`config.mk`:
```
export PLATFORM = sky130hd
export DESIGN_NAME = bit_serializer
export DESIGN_NICKNAME = d
export VERILOG_FILES = /design/src/rtl/bit_serializer.sv
export SDC_FILE = /design/constraint.sdc
export NUM_CORES = 1
export LEC_CHECK = 0
export ABC_CLOCK_PERIOD_IN_PS = 4670
export CORE_ASPECT_RATIO = 1.2
export CORE_MARGIN = 3
export CORE_UTILIZATION = 61
export DETAILED_ROUTE_END_ITERATION = 16
export PLACE_DENSITY = 0.92
export SLEW_MARGIN = 25
export SYNTH_ARGS = -nofsm -noshare
export SYNTH_HDL_FRONTEND = slang
export SYNTH_SLANG_ARGS = --single-unit
```
`constraint.sdc`:
```
create_clock -name clk -period 4.67 [get_ports clk]
set_input_delay 0.7005 -clock clk [delete_from_list [all_inputs] [get_ports clk]]
set_output_delay 0.7005 -clock clk [all_outputs]
set_load 0.01 [all_outputs]
```
`src/rtl/bit_serializer.sv`:
```
// bit_serializer: parallel-to-serial source stage feeding the 1001 detector.
// Words enter through a load/ready handshake into a DEPTH-entry FIFO. They
// leave one bit per clock on x, with no idle cycles between queued words.
// x rests at 0 whenever no word is in flight.
// Optional build macro: BIT_SER_LSB_FIRST_EN. When it is defined, words are
// emitted LSB first. When it is undefined, they are emitted MSB first.
module bit_serializer #(
    parameter int WIDTH = 8,
    parameter int DEPTH = 4
) (
    input  logic             clk,
    input  logic             reset,
    input  logic [WIDTH-1:0] din,
    input  logic             load,
    output logic             ready,
    output logic             x,
    output logic             bit_valid,
    output logic             last,
    output logic             busy
);
    localparam int PW = $clog2(DEPTH);
    localparam int CW = PW + 1;
    localparam int BW = $clog2(WIDTH);
    localparam logic [CW-1:0] FULL     = CW'(DEPTH);
    localparam logic [BW-1:0] BIT_LAST = BW'(WIDTH - 1);

    typedef enum logic [0:0] {
        IDLE  = 1'b0,
        SHIFT = 1'b1
    } state_t;

    state_t           state_q, state_d;
    logic [WIDTH-1:0] shreg_q, shreg_d;
    logic [BW-1:0]    bitcnt_q, bitcnt_d;
    logic             x_q, x_d;
    logic             bit_valid_q, bit_valid_d;
    logic             last_q, last_d;
    logic [PW-1:0]    wr_ptr_q, wr_ptr_d;
    logic [PW-1:0]    rd_ptr_q, rd_ptr_d;
    logic [CW-1:0]    count_q, count_d;

    logic [WIDTH-1:0] mem [DEPTH];
    logic [WIDTH-1:0] word_in;
    logic [WIDTH-1:0] head;
    logic             push;
    logic             pop;
    logic             take_head;

    // Words are stored in emission order, so the shifter always sends the
    // top bit first. LSB-first builds mirror the word on its way in.
    genvar gi;
    generate
        for (gi = 0; gi < WIDTH; gi++) begin : g_order
`ifdef BIT_SER_LSB_FIRST_EN
            assign word_in[gi] = din[WIDTH-1-gi];
`else
            assign word_in[gi] = din[gi];
`endif
        end
    endgenerate

    // Ready depends only on the occupancy before the edge. It has no path
    // from load.
    assign ready = (count_q != FULL);
    assign push  = load && ready;
    assign head  = mem[rd_ptr_q];

    // FIFO storage. It has no reset, because count gates every read.
    always_ff @(posedge clk) begin
        if (push) begin
            mem[wr_ptr_q] <= word_in;
        end
    end

    // Next-state logic for the shifter FSM and the FIFO bookkeeping.
    always_comb begin
        state_d     = state_q;
        shreg_d     = shreg_q;
        bitcnt_d    = bitcnt_q;
        x_d         = x_q;
        bit_valid_d = bit_valid_q;
        last_d      = last_q;
        take_head   = 1'b0;

        case (state_q)
            IDLE: begin
                x_d         = 1'b0;
                bit_valid_d = 1'b0;
                last_d      = 1'b0;
                if (count_q != '0) begin
                    take_head = 1'b1;
                end
            end
            SHIFT: begin
                if (bitcnt_q != '0) begin
                    shreg_d     = shreg_q << 1;
                    bitcnt_d    = bitcnt_q - BW'(1);
                    x_d         = shreg_q[WIDTH-1];
                    bit_valid_d = 1'b1;
                    last_d      = (bitcnt_q == BW'(1));
                end else if (count_q != '0) begin
                    // Chain straight into the next word so no gap appears.
                    take_head = 1'b1;
                end else begin
                    state_d     = IDLE;
                    x_d         = 1'b0;
                    bit_valid_d = 1'b0;
                    last_d      = 1'b0;
                end
            end
            default: begin
                state_d     = IDLE;
                x_d         = 1'b0;
                bit_valid_d = 1'b0;
                last_d      = 1'b0;
            end
        endcase

        if (take_head) begin
            state_d     = SHIFT;
            shreg_d     = {head[WIDTH-2:0], 1'b0};
            bitcnt_d    = BIT_LAST;
            x_d         = head[WIDTH-1];
            bit_valid_d = 1'b1;
            last_d      = (WIDTH == 1);
        end

        pop      = take_head;
        wr_ptr_d = push ? wr_ptr_q + PW'(1) : wr_ptr_q;
        rd_ptr_d = pop  ? rd_ptr_q + PW'(1) : rd_ptr_q;
        count_d  = count_q + CW'(push) - CW'(pop);
    end

    // State and output registers. An asynchronous reset drops the word in
    // flight and everything buffered.
    always_ff @(posedge clk or negedge reset) begin
        if (!reset) begin
            state_q     <= IDLE;
            shreg_q     <= '0;
            bitcnt_q    <= '0;
            x_q         <= 1'b0;
            bit_valid_q <= 1'b0;
            last_q      <= 1'b0;
            wr_ptr_q    <= '0;
            rd_ptr_q    <= '0;
            count_q     <= '0;
        end else begin
            state_q     <= state_d;
            shreg_q     <= shreg_d;
            bitcnt_q    <= bitcnt_d;
            x_q         <= x_d;
            bit_valid_q <= bit_valid_d;
            last_q      <= last_d;
            wr_ptr_q    <= wr_ptr_d;
            rd_ptr_q    <= rd_ptr_d;
            count_q     <= count_d;
        end
    end

    assign x         = x_q;
    assign bit_valid = bit_valid_q;
    assign last      = last_q;
    assign busy      = (state_q == SHIFT) || (count_q != '0);

endmodule
```
==> reports/results.tsv <==
metric	value	unit
run_status	completed	
grt_max_degree	22	
finalClockSkew	0.00824	ns
gp_congestion	0.771	
critPathMaxFanout	10	
routed_wl	3.76	mm
fin_tns_setup	0	ns
vdd_drop_max	294	uV
max_freq	377	MHz
final_util	73.1	%
postSynthAreaPerCell	16.4	um^2
period_minus_slack	2.65	ns
die_w	61.2	um
clock-sinks	53	
antenna_cells	0	
drc	0	
cts_setup_buffers	0	
clockBufferDepth	2	
tightest_slew	0.605	ns
cts_hold_buf	0	
placed_area	2390	um^2
detail-route-antenna-nets	0	
use_met2	31.3	%
rsz0062_at_grt	no	
syn_inst	136	
clk_pin_slew	0.09	ns
layout-drive-gt1-share	16.3	%
final_area	2500	um^2
hold_slack	0.327	ns
dpl.hpwl	2.65	mm
htreeDepth	2	
synth_edf_count	32	
synth-async-reset-ratio	39.6	%
cts_resized	0	
port_buffers	15	
grt_pass1_wl	6.12	mm
drt-pass1-iter-count	4	
leakage	1.01	nW
grtUsageTotal	20.3	%
nets	172	
dieArea	4420	um^2
hold_class	input port to async pin	
yosysSeqAreaShare	66.7	%
slew_headroom	59.4	%
cts_buffers	5	
antenna_found_initial	0	
synthFlopType	edfxtp_1	
grt-busiest-layer	met2	
final_hold_viol_count	0	
grt_pass1_vias	1270	
cp.arrival	1.95	ns
dp.cells	182	
wl_per_cell	19.8	um
slew_violations	0	
period_share	56.8	%
synth_area	2230	um^2
yosysUniqueCellTypes	31	
cts_tree	yes	
clock_latency	0.31	ns
grt_use_met1	24.7	%
die_y	72.2	um
grt.met3_usage	6.41	%
area_growth	12.4	%
drt_iter0_markers	73	
crit_type	flip-flop to output pin	
ys_ff_latch	53	
io_pins	16	
yosys_warnings	0	
instances_no_fill	190	
vias_per_cell	6.13	
power-per-cell-area	614	nW/um^2
crit_required	3.97	ns
fillers	194	
cp-start-kind	flip-flop	
syn_nets	156	
rows	23	
core_area	3420	um^2
finalSetupViolations	0	
start_util	65.0	%
maxCapViolCount	0	
crit_path_end_kind	output pin	
dr_total_vias	1164	
gr-total-overflow	0	
cts_root_buf	clkbuf_8	
==> cells by family (layout without fill, tap and decap cells) <==
kind of cell    Yosys count  count (layout)  synth area share, %
compound gates           20              20                 7.02
xor+xnor                  6               6                 2.36
fa+ha+maj                 9               9                 5.39
buf+inv                  15              32                 2.98
flops                    53              53                 66.7
mux                      10              10                 9.21
simple gates             23              23                 6.29
==> through the flow <==
stage                     setup slack (ns)  total power, mW
final                                 2.02             1.54
after global routing                  1.88             1.63
after CTS                             2.01             1.55
after detailed placement              2.09             1.24
after global placement                2.19             1.18
after floorplan                       2.37             1.09
==> state kept, by name (all words and copies together), names as in the netlist <==
| signal | cells |
|---|---|
| bit_valid | 1 |
| bitcnt_q | 3 |
| count_q | 3 |
| last | 1 |
| mem | 32 |
| rd_ptr_q | 2 |
| shreg_q | 7 |
| state_q | 1 |
| wr_ptr_q | 2 |
| x | 1 |
==> layout make-up <==
class                   count  area (um^2)  share of cell area, %
flip-flops and latches     53         1490                   59.4
multi-input cells          68          674                   27.0
repair buffers             15          145                   5.80
clock buffers               7         86.3                   3.45
well taps                  37         46.3                   1.85
inverters                   9         33.8                   1.35
clock inverters             1         30.0                   1.20
==> routing by layer <==
metal  wire [um]  share of wire, %  up-vias
met5           0                 0        -
met4         143               3.8        0
met3         175               4.7       14
met2        1980                53       33
met1        1450                39      581
li1            -                 -      536
==> worst paths after layout <==
path | slack [ns] | from | cells after the start | end
setup reg to reg | 2.05 | bitcnt_q[0] | 10 | count_q[2]
hold / removal | 0.33 | reset | 1 | bitcnt_q[2]
hold reg to reg | 0.53 | bitcnt_q[2] | 1 | last
setup / recovery | 2.02 | count_q[1] | 3 | busy
max in group asynchronous | 4.01 | reset | 1 | wr_ptr_q[1]
min in group clk | 0.53 | bitcnt_q[2] | 1 | last
==> power by group <==
group,internal [mW],switching (mW)
clock network,0.175,0.140
registers,0.639,0.110
logic,0.248,0.226
==> synthesized netlist by cell type, types with 2 or more instances <==
master	n	area share (%)
a22oi_1	7	2.4
edfxtp_1	32	43
dfrtp_1	21	24
a2bb2oi_1	6	2.4
nor3_1	3	0.67
clkbuf_1	3	0.51
and3_2	4	1.3
xor2_1	2	0.79
mux4_2	8	8.1
nand2_1	7	1.2
xnor2_1	4	1.6
nand2b_1	2	0.56
a21oi_1	2	0.45
a22o_1	2	0.79
buf_2	2	0.45
ha_1	8	4.5
inv_1	9	1.5
==> worst max-delay path: stages, from the launching register on <==
cell	delay, ns
dfrtp_1	0.47
nor3_2	0.56
nand2b_1	0.12
clkdlybuf4s50_1	0.50
==> cell usage in the layout, fill, tap and decap left out, drive strengths merged, types with 2 or more instances in the layout <==
| cell type | instances |
|---|---|
| a22o | 2 |
| xor2 | 2 |
| xnor2 | 4 |
| nor3 | 4 |
| a2bb2oi | 6 |
| clkbuf | 7 |
| and3 | 4 |
| mux4 | 8 |
| edfxtp | 32 |
| ha | 8 |
| dfrtp | 21 |
| nand2b | 2 |
| clkdlybuf4s50 | 14 |
| nand2 | 7 |
| a22oi | 7 |
| a21oi | 3 |
| and2 | 2 |
| inv | 9 |
Power figures use the tool's default switching activity.
